### src/rtl/muldiv_pkg.sv
// Shared types and constants for the execute-stage multiply sequencer.
// The pass order P0 -> P1 -> P2 is fixed; PNONE marks "no pass left".
package muldiv_pkg;

    localparam int HALF_W             = 16;
    localparam int DEFAULT_WAIT_LIMIT = 24;

    typedef enum logic [1:0] {
        IDLE   = 2'd0,
        LAUNCH = 2'd1,
        WAIT   = 2'd2,
        DONE   = 2'd3
    } mulseq_state_t;

    typedef enum logic [1:0] {
        P0    = 2'd0,
        P1    = 2'd1,
        P2    = 2'd2,
        PNONE = 2'd3
    } mul_pass_t;

    function automatic mul_pass_t pass_after(input mul_pass_t p);
        case (p)
            P0:      return P1;
            P1:      return P2;
            default: return PNONE;
        endcase
    endfunction

endpackage

### src/rtl/mul_pass_select.sv
// Picks the first pass at or after from_pass whose 16-bit operands are both
// non-zero, and returns that pass's zero-extended operands and result shift.
module mul_pass_select
    import muldiv_pkg::*;
(
    input  logic [31:0] a,
    input  logic [31:0] b,
    input  logic [1:0]  from_pass,
    output logic [1:0]  pass,
    output logic [31:0] mcand,
    output logic [31:0] mplier,
    output logic [4:0]  shift
);

    logic [HALF_W-1:0] a_lo_s;
    logic [HALF_W-1:0] a_hi_s;
    logic [HALF_W-1:0] b_lo_s;
    logic [HALF_W-1:0] b_hi_s;
    logic [2:0]        run_s;
    mul_pass_t         sel_s;

    assign a_lo_s = a[HALF_W-1:0];
    assign a_hi_s = a[31:HALF_W];
    assign b_lo_s = b[HALF_W-1:0];
    assign b_hi_s = b[31:HALF_W];

    // A pass only runs when neither of its half-word operands is zero.
    always_comb begin
        run_s    = 3'b000;
        run_s[0] = (|a_lo_s) & (|b_lo_s);
        run_s[1] = (|a_hi_s) & (|b_lo_s);
        run_s[2] = (|a_lo_s) & (|b_hi_s);
    end

    // Priority search for the next runnable pass, starting at from_pass.
    always_comb begin
        sel_s = PNONE;
        case (mul_pass_t'(from_pass))
            P0: begin
                if (run_s[0])      sel_s = P0;
                else if (run_s[1]) sel_s = P1;
                else if (run_s[2]) sel_s = P2;
                else               sel_s = PNONE;
            end
            P1: begin
                if (run_s[1])      sel_s = P1;
                else if (run_s[2]) sel_s = P2;
                else               sel_s = PNONE;
            end
            P2: begin
                if (run_s[2]) sel_s = P2;
                else          sel_s = PNONE;
            end
            default: sel_s = PNONE;
        endcase
    end

    // Operand and shift decode for the selected pass.
    always_comb begin
        mcand  = 32'd0;
        mplier = 32'd0;
        shift  = 5'd0;
        case (sel_s)
            P0: begin
                mcand  = {{HALF_W{1'b0}}, a_lo_s};
                mplier = {{HALF_W{1'b0}}, b_lo_s};
                shift  = 5'd0;
            end
            P1: begin
                mcand  = {{HALF_W{1'b0}}, a_hi_s};
                mplier = {{HALF_W{1'b0}}, b_lo_s};
                shift  = 5'd16;
            end
            P2: begin
                mcand  = {{HALF_W{1'b0}}, a_lo_s};
                mplier = {{HALF_W{1'b0}}, b_hi_s};
                shift  = 5'd16;
            end
            default: begin
                mcand  = 32'd0;
                mplier = 32'd0;
                shift  = 5'd0;
            end
        endcase
    end

    assign pass = sel_s;

endmodule

### src/rtl/mul_sequencer.sv
// Splits a 32x32 MUL into up to three 16x16 passes on the shared multiplier
// and returns the low 32 bits of the product through a valid/ready response.
module mul_sequencer
    import muldiv_pkg::*;
#(
    parameter int WAIT_LIMIT = DEFAULT_WAIT_LIMIT
) (
    input  logic        clk,
    input  logic        rst_n,
    input  logic        req_valid,
    output logic        req_ready,
    input  logic [31:0] req_rs1,
    input  logic [31:0] req_rs2,
    input  logic [4:0]  req_rd,
    input  logic        flush,
    output logic        resp_valid,
    input  logic        resp_ready,
    output logic [31:0] resp_result,
    output logic [4:0]  resp_rd,
    output logic        resp_err,
    output logic        busy,
    output logic        mul_o,
    output logic [31:0] mcand_o,
    output logic [31:0] mplier_o,
    input  logic [31:0] mul_product_i,
    input  logic        mul_ack_i
);

    localparam int CNT_W = $clog2(WAIT_LIMIT + 1);

    mulseq_state_t     state_r;
    mulseq_state_t     state_nxt_s;
    mul_pass_t         pass_r;
    mul_pass_t         from_s;
    logic [31:0]       a_r;
    logic [31:0]       b_r;
    logic [4:0]        rd_r;
    logic [4:0]        shift_r;
    logic [31:0]       acc_r;
    logic [CNT_W-1:0]  cnt_r;
    logic [31:0]       mcand_r;
    logic [31:0]       mplier_r;
    logic [31:0]       resp_result_r;
    logic [4:0]        resp_rd_r;
    logic              resp_err_r;

    logic [31:0]       a_sel_s;
    logic [31:0]       b_sel_s;
    logic [1:0]        sel_pass_raw_s;
    mul_pass_t         sel_pass_s;
    logic [31:0]       sel_mcand_s;
    logic [31:0]       sel_mplier_s;
    logic [4:0]        sel_shift_s;
    logic [31:0]       acc_sum_s;
    logic              accept_s;
    logic              ack_s;
    logic              timeout_s;

    // In IDLE the selector looks at the incoming request; afterwards at the
    // captured operands, resuming after the pass that just completed.
    assign a_sel_s    = (state_r == IDLE) ? req_rs1 : a_r;
    assign b_sel_s    = (state_r == IDLE) ? req_rs2 : b_r;
    assign from_s     = (state_r == IDLE) ? P0 : pass_after(pass_r);
    assign sel_pass_s = mul_pass_t'(sel_pass_raw_s);
    assign acc_sum_s  = acc_r + (mul_product_i << shift_r);

    mul_pass_select u_pass_select (
        .a         (a_sel_s),
        .b         (b_sel_s),
        .from_pass (from_s),
        .pass      (sel_pass_raw_s),
        .mcand     (sel_mcand_s),
        .mplier    (sel_mplier_s),
        .shift     (sel_shift_s)
    );

    // State register.
    always_ff @(posedge clk or negedge rst_n) begin
        if (!rst_n) state_r <= IDLE;
        else        state_r <= state_nxt_s;
    end

    // Next-state and control strobes; flush wins over everything, and ack is
    // only looked at in WAIT because it may still be high from the last pass.
    always_comb begin
        state_nxt_s = state_r;
        accept_s    = 1'b0;
        ack_s       = 1'b0;
        timeout_s   = 1'b0;
        if (flush) begin
            state_nxt_s = IDLE;
        end else begin
            case (state_r)
                IDLE: begin
                    if (req_valid) begin
                        accept_s    = 1'b1;
                        state_nxt_s = (sel_pass_s != PNONE) ? LAUNCH : DONE;
                    end else begin
                        state_nxt_s = IDLE;
                    end
                end
                LAUNCH: state_nxt_s = WAIT;
                WAIT: begin
                    if (mul_ack_i) begin
                        ack_s       = 1'b1;
                        state_nxt_s = (sel_pass_s != PNONE) ? LAUNCH : DONE;
                    end else if (cnt_r == CNT_W'(WAIT_LIMIT - 1)) begin
                        timeout_s   = 1'b1;
                        state_nxt_s = DONE;
                    end else begin
                        state_nxt_s = WAIT;
                    end
                end
                DONE: begin
                    if (resp_ready) state_nxt_s = IDLE;
                    else            state_nxt_s = DONE;
                end
                default: state_nxt_s = IDLE;
            endcase
        end
    end

    // Operand capture, pass tracking, accumulation, wait counter and response.
    always_ff @(posedge clk or negedge rst_n) begin
        if (!rst_n) begin
            a_r           <= 32'd0;
            b_r           <= 32'd0;
            rd_r          <= 5'd0;
            pass_r        <= PNONE;
            shift_r       <= 5'd0;
            acc_r         <= 32'd0;
            cnt_r         <= {CNT_W{1'b0}};
            mcand_r       <= 32'd0;
            mplier_r      <= 32'd0;
            resp_result_r <= 32'd0;
            resp_rd_r     <= 5'd0;
            resp_err_r    <= 1'b0;
        end else if (accept_s) begin
            a_r        <= req_rs1;
            b_r        <= req_rs2;
            rd_r       <= req_rd;
            acc_r      <= 32'd0;
            cnt_r      <= {CNT_W{1'b0}};
            pass_r     <= sel_pass_s;
            shift_r    <= sel_shift_s;
            mcand_r    <= sel_mcand_s;
            mplier_r   <= sel_mplier_s;
            resp_err_r <= 1'b0;
            if (sel_pass_s == PNONE) begin
                resp_result_r <= 32'd0;
                resp_rd_r     <= req_rd;
            end
        end else if (ack_s) begin
            acc_r    <= acc_sum_s;
            cnt_r    <= {CNT_W{1'b0}};
            pass_r   <= sel_pass_s;
            shift_r  <= sel_shift_s;
            mcand_r  <= sel_mcand_s;
            mplier_r <= sel_mplier_s;
            if (sel_pass_s == PNONE) begin
                resp_result_r <= acc_sum_s;
                resp_rd_r     <= rd_r;
                resp_err_r    <= 1'b0;
            end
        end else if (timeout_s) begin
            cnt_r         <= {CNT_W{1'b0}};
            resp_result_r <= 32'd0;
            resp_rd_r     <= rd_r;
            resp_err_r    <= 1'b1;
        end else if (state_r == WAIT) begin
            cnt_r <= cnt_r + CNT_W'(1);
        end
    end

    assign req_ready   = (state_r == IDLE);
    assign busy        = (state_r != IDLE);
    assign mul_o       = (state_r == LAUNCH);
    assign resp_valid  = (state_r == DONE);
    assign resp_result = resp_result_r;
    assign resp_rd     = resp_rd_r;
    assign resp_err    = resp_err_r;
    assign mcand_o     = mcand_r;
    assign mplier_o    = mplier_r;

endmodule
### config.mk
export PLATFORM = sky130hd
export DESIGN_NAME = mul_sequencer
export DESIGN_NICKNAME = d
export VERILOG_FILES = /design/src/rtl/muldiv_pkg.sv /design/src/rtl/mul_pass_select.sv /design/src/rtl/mul_sequencer.sv
export SDC_FILE = /design/constraint.sdc
export NUM_CORES = 1
export LEC_CHECK = 0
export ABC_AREA = 1
export CAP_MARGIN = 20
export CORE_MARGIN = 3
export CORE_UTILIZATION = 45
export DETAILED_ROUTE_END_ITERATION = 7
export PLACE_DENSITY = 0.71
export SYNTH_ARGS = -nofsm -noshare
export SYNTH_HDL_FRONTEND = slang
export SYNTH_HIERARCHICAL = 1
export SYNTH_SLANG_ARGS = --single-unit
### constraint.sdc
create_clock -name clk -period 5.2 [get_ports clk]
set_input_delay 0.78 -clock clk [delete_from_list [all_inputs] [get_ports clk]]
set_output_delay 0.78 -clock clk [all_outputs]
set_load 0.1 [all_outputs]
# Word level (Yosys, flattened, before mapping)
# Index checks and enable logic that the tools add are counted.
# word_totals
regBits,217
input_bits,107
output_inout_bits,106
# classes
n_addsub,2
eq_ne,14
shifts,1
muxes,56
bitwise,3
reduce_logical,17
# ops
operator,count
two-way mux 32 bit,13
case mux 16 bit (2 select lines),2
OR reduction 16 bit,4
two-way mux 5 bit,12
adder 32 bit,1
left shift 32 x 5 -> 32 bit,1
two-way mux 2 bit,10
two-way mux 1 bit,16
equality test 2 bit (second input constant),5
equality test 2 x 1 -> 1 bit (second input constant),4
logical NOT 2 bit,4
case mux 2 bit (4 select lines),1
case mux 2 bit (3 select lines),1
OR reduction 2 bit,3
adder 5 x 1 -> 5 bit (second input constant),1
equality test 5 bit (second input constant),1
inequality test 2 x 1 -> 1 bit (second input constant),2
case mux 2 bit (2 select lines),1
nonzero test 2 bit,2
nonzero test 4 bit,1
bitwise AND 1 bit,3
inequality test 3 x 2 -> 1 bit (second input constant),1
AND reduction 3 bit,1
nonzero test 3 bit,1
other kinds (2),2

# Longest topological paths before layout
# depth
depth_word,13
mapped_depth,25
depth_no_buf,23

# Modules after synthesis
# Netlist, hierarchy kept.
# by_module_without_submodules
module,n_inst,cells_each,area_each_um2,seq_area_each_um2
mul_sequencer,1,1747,12328.1,5432.7
mul_pass_select,1,230,1202.4,0.0

# Least setup slack after synthesis
# OpenSTA, ideal clock, no wires.
# synth_path
path_type,register to register
startpoint,register state_r[1]
endpoint,register mplier_r[10] (netlist: mplier_o[10])
setup_ns,0.120
arrival_ns,4.091
required_ns,5.080
path_slack_ns,0.989
stages_incl_launch_ff,25
n_path_buf,6
cell_sequence,dfrtp_1 nor2_4 inv_2 clkbuf_1 clkbuf_1 o21ai_0 nor2_1 nand2_1 inv_1 nand2_1 nor2_1 nor2_2 nand2_4 nand2_4 buf_12 inv_2 ha_1 buf_2 or2_1 buf_2 buf_2 nand2_1 a21oi_1 nand2_1 nand2_1
# synth_between
elab_chain_cells,13
elab_cells_between_ends,31
# synth_rtl
element,line_no,text
start: declaration,mul_sequencer.sv:31,mulseq_state_t state_r;
start signal: assignment,mul_sequencer.sv:80,else state_r <= state_nxt_s;
logical NOT 2 bit *,--,
via req_ready,mul_sequencer.sv:11,"output logic req_ready,"
two-way mux 32 bit *,mul_sequencer.sv:62,assign b_sel_s = (state_r == IDLE) ? req_rs2 : b_r;
via b_sel_s[22],mul_sequencer.sv:48,logic [31:0] b_sel_s;
OR reduction 16 bit *,mul_pass_select.sv:32,run_s[2] = (|a_lo_s) & (|b_hi_s);
bitwise AND 1 bit *,mul_pass_select.sv:32,
two-way mux 1 bit *,"mul_pass_select.sv:42, mul_pass_select.sv:47, mul_pass_select.sv:51",
two-way mux 2 bit,mul_pass_select.sv:46,if (run_s[1]) sel_s = P1;
two-way mux 2 bit,mul_pass_select.sv:40,if (run_s[0]) sel_s = P0;
case mux 2 bit (3 select lines) *,mul_pass_select.sv:38,case (mul_pass_t'(from_pass))
via sel_pass_raw_s[0],mul_sequencer.sv:49,logic [1:0] sel_pass_raw_s;
equality test 2 x 1 -> 1 bit / logical NOT 2 bit (equally long branches),mul_pass_select.sv:63,case (sel_s)
OR reduction 2 bit (no line),--,
case mux 16 bit (2 select lines) *,mul_pass_select.sv:63,
via sel_mplier_s[10],mul_sequencer.sv:52,logic [31:0] sel_mplier_s;
two-way mux 32 bit,mul_sequencer.sv:153,end else if (ack_s) begin
two-way mux 32 bit *,mul_sequencer.sv:138,end else if (accept_s) begin
end signal: assignment,mul_sequencer.sv:147,mplier_r <= sel_mplier_s;
end signal: assignment,mul_sequencer.sv:159,mplier_r <= sel_mplier_s;
end: declaration,mul_sequencer.sv:42,logic [31:0] mplier_r;
# Mark *: on every way through the listed nets, which the timed path passes. The rest lies on a longest branch. The select of a mux whose other input is x is not followed.
# A chain may end at the register's enable or synchronous reset.

# Final worst setup path
# layout_path
startpoint,register shift_r[1]
endpoint,register resp_result_r[23] (netlist: resp_result[23])
# layout_between
elab_chain_cells,5
# layout_rtl
element,line_no,text
start: declaration,mul_sequencer.sv:38,logic [4:0] shift_r;
start signal: assignment,mul_sequencer.sv:145,shift_r <= sel_shift_s;
start signal: assignment,mul_sequencer.sv:157,shift_r <= sel_shift_s;
left shift 32 x 5 -> 32 bit,mul_sequencer.sv:65,assign acc_sum_s = acc_r + (mul_product_i << shift_r);
adder 32 bit,mul_sequencer.sv:65,
two-way mux 32 bit,mul_sequencer.sv:160,if (sel_pass_s == PNONE) begin
two-way mux 32 bit,mul_sequencer.sv:153,
two-way mux 32 bit,mul_sequencer.sv:138,
end signal: assignment,mul_sequencer.sv:161,resp_result_r <= acc_sum_s;
end: declaration,mul_sequencer.sv:43,logic [31:0] resp_result_r;
# Every way passes these cells. The select of a mux whose other input is x is not followed.

==> impl_metrics.toml <==
[yosys]
yosys_warnings = 6
syn_inst = 1977
synth-edff-count = 0
async_flop_share_pct = 100
syn_area_per_cell_um2 = 6.84
ys.flop_type = "dfrtp_1"
syn_area_um2 = 13500
yosysSeqAreaShare_pct = 40.2
ys_types = 49
synth_seq_cells = 217

[final_layout]
diodes = 0
drive_gt1_share_pct = 5.02
layout_common_cells = "nand2_1 (767), o21ai_0 (246), dfrtp_1 (215)"
fin_util_pct = 57.1
syn_to_final_growth_pct = 23.2
final_area_um2 = 16700
nNetsFinal = 2279
final_common_cell = "nand2_1"

[min_path]
hold_path_class = "primary input to async pin"

[clock_network]
cts_max_level = 1
postCtsSetupBuffers = 0
cts_resized = 0
cts.clk_slew.worst_paths_ps = 70
cts_max_path_buffers = 3
cts_tree = "yes"
clkLatencyLatePin_ps = 550
cts.sink_count = 217
ctsHoldBuffers = 0
cts_root_buf = "clkbuf_16"
cts_inserted_buffers = 25

[floorplan]
core_area_um2 = 29200
die_y_um = 179
io_pins = 213
start_util_pct = 46.4
die_w_um = 179
die-area_um2 = 32200
rows = 62

[power_and_ir_drop]
p_comb_share_pct = 55.0
peakVddDrop_uv = 518
seq_power_share_pct = 24.9
leakage_nw = 8.28
clock_power_share_pct = 20.1
p_sw_share_pct = 51.4
p_sw_mw = 5.13
p_per_area_nw_per_um2 = 599
intPower_mw = 4.85

[setup_path]
startpoint_type = "register"
crit_path_end_kind = "register"
critPathTopFamily = "compound AO/OA/AOI/OAI gates"
worstPathMaxFanout = 32
cp_num_buf_inv = 2
arrival_ps = 4750
cp_slowest_cell = "dfrtp_1"
path_cells = "inv_1 -> buf_4 -> o21ai_0 -> mux2i_1 -> o21ai_0 -> nor2_1 -> ha_1 -> nand2_1 -> o21ai_0 -> a21oi_1 -> nand2_1 -> a21oi_1 -> or2_2 -> nand4_1 -> nand2_1"
critical_path.max_stage_delay_ps = 990
critical_path_class = "register to register"
worstPathRequired_ps = 5630

[sta]
maxSlewHeadroom_pct = 27.4
finalSetupTns_ps = 0
fin_crit_ps = 4320
setup_viol = 0
fin_crit_sh_pct = 83.1
worst_pin_slew_ps = 1090
drv_slew = 0
fmax_mhz = 231
fin_skew_ps = 11.9
fin_ws_ps = 878
finalHoldViolCount = 0
rsz0062_at_grt = "no"

[placed_design]
dpl.hpwl_um = 29600
place_congestion = 0.930
io_buffer_count = 212
place_area_um2 = 15700
dpl_worst_slack_ps = 1050

[global_routing]
grt.overflow.total = 0
grt_pass1_wl_um = 65400
grt_max_degree = 128
antenna_found_initial = 2
grtUsageTotal_pct = 24.3
grt_pass1_vias = 12400

[drt]
drtIter0Drc = 964
drt-total-wl_um = 40500
vias_per_cell = 5.17
postRouteAntennaNets = 0
first_pass_iters = 5
drc = 0
via_count = 13100
post_drt_wl_per_cell_um = 16.0

[outcome]
status = "complete, no violations"

[run]
maxCapViolations = 0
==> stage by stage <==
| stage | total power [mW] | instances | hold WS [ps] |
|---|---|---|---|
| after global routing | 10.6 | 2537 | 445 |
| after floorplan | 6.53 | 2012 | 437 |
| after detailed placement | 7.96 | 2492 | 457 |
| final | 9.98 | 2537 | 359 |
| after global placement | 7.93 | 2492 | 452 |
| after CTS | 10.0 | 2537 | 402 |
==> worst paths after layout <==
check / from / endpoint / slack, ps / cells past startpoint
max in group asynchronous: rst_n / acc_r[0] / 3750 / 2
max reg2reg: shift_r[1] / resp_result[23] / 880 / 15
min reg2reg: rd_r[4] / rd_r[4] / 470 / 2
min: rst_n / shift_r[0] / 360 / 1
max: shift_r[1] / resp_result[23] / 880 / 15
min in group clk: rd_r[4] / rd_r[4] / 470 / 2
==> kinds of logic (layout without fill, tap and decap cells) <==
kind of cell / count (synthesis) / in the layout / synth area share [%]
DFF: 217 / 217 / 40.2
adders and majority gates: 37 / 37 / 3.48
buffers and inverters: 284 / 425 / 9.28
xor gates and xnor gates: 2 / 2 / 0.129
muxes: 6 / 6 / 0.444
other: 1 / 36 / 0.0277
and+or+nand+nor: 1047 / 1047 / 31.4
AOI/OAI and AO/OA: 383 / 383 / 15.1
==> registers in the layout, indices dropped and copies added, names as in the netlist, 2 cells and up <==
name,flops
mplier_o,32
shift_r,5
cnt_r,5
state_r,2
resp_rd,5
resp_result,32
b_r,32
mcand_o,32
a_r,32
rd_r,5
acc_r,32
pass_r,2
==> final cells by class <==
cell class	instances	area (um2)
Fill cell	2831	12500
Multi-Input combinational cell	1511	6970
Sequential cell	217	5430
Timing Repair Buffer	228	2280
Clock buffer	28	637
Inverter	152	571
Tap cell	384	480
Clock inverter	17	287
==> worst register-to-register path: cells and delay by family, from the launching register on <==
family | cells | cell delay [ps]
buf+inv | 2 | 380
fa+ha+maj | 1 | 440
compound gates | 5 | 1270
simple gates | 6 | 960
flops | 1 | 990
mux | 1 | 180
==> power groups by stage <==
stage | Sequential, mW | Combinational, mW | Clock [mW]
finish | 2.48 | 5.49 | 2.00
global route | 2.54 | 5.96 | 2.11
CTS | 2.48 | 5.48 | 2.04
detailed placement | 2.50 | 5.47 | 0
global placement | 2.49 | 5.44 | 0
floorplan | 4.07 | 2.46 | 0
==> cell usage after synthesis, types with 9 or more instances <==
| library cell | n | area (um2) |
|---|---|---|
| a31oi_1 | 9 | 56.3 |
| nand2_1 | 767 | 2880 |
| dfrtp_1 | 215 | 5380 |
| ha_1 | 36 | 450 |
| a21oi_1 | 90 | 450 |
| buf_4 | 37 | 278 |
| inv_1 | 145 | 544 |
| nand2_2 | 9 | 56.3 |
| or2_2 | 10 | 62.6 |
| nand4_1 | 12 | 75.1 |
| o21ai_0 | 246 | 1230 |
| nand3_1 | 96 | 480 |
| buf_2 | 27 | 135 |
| clkbuf_1 | 60 | 225 |
| nor2_1 | 123 | 462 |
==> per-layer routing <==
| layer | wire length, um | part of all wire (%) | GRT usage (%) |
|---|---|---|---|
| met5 | 27 | 0.067 | 0 |
| met3 | 2430 | 6.0 | 4.20 |
| met1 | 18500 | 46 | 33.9 |
| met2 | 18600 | 46 | 39.9 |
| met4 | 1000 | 2.5 | 5.60 |
Power figures use the tool's default switching activity.
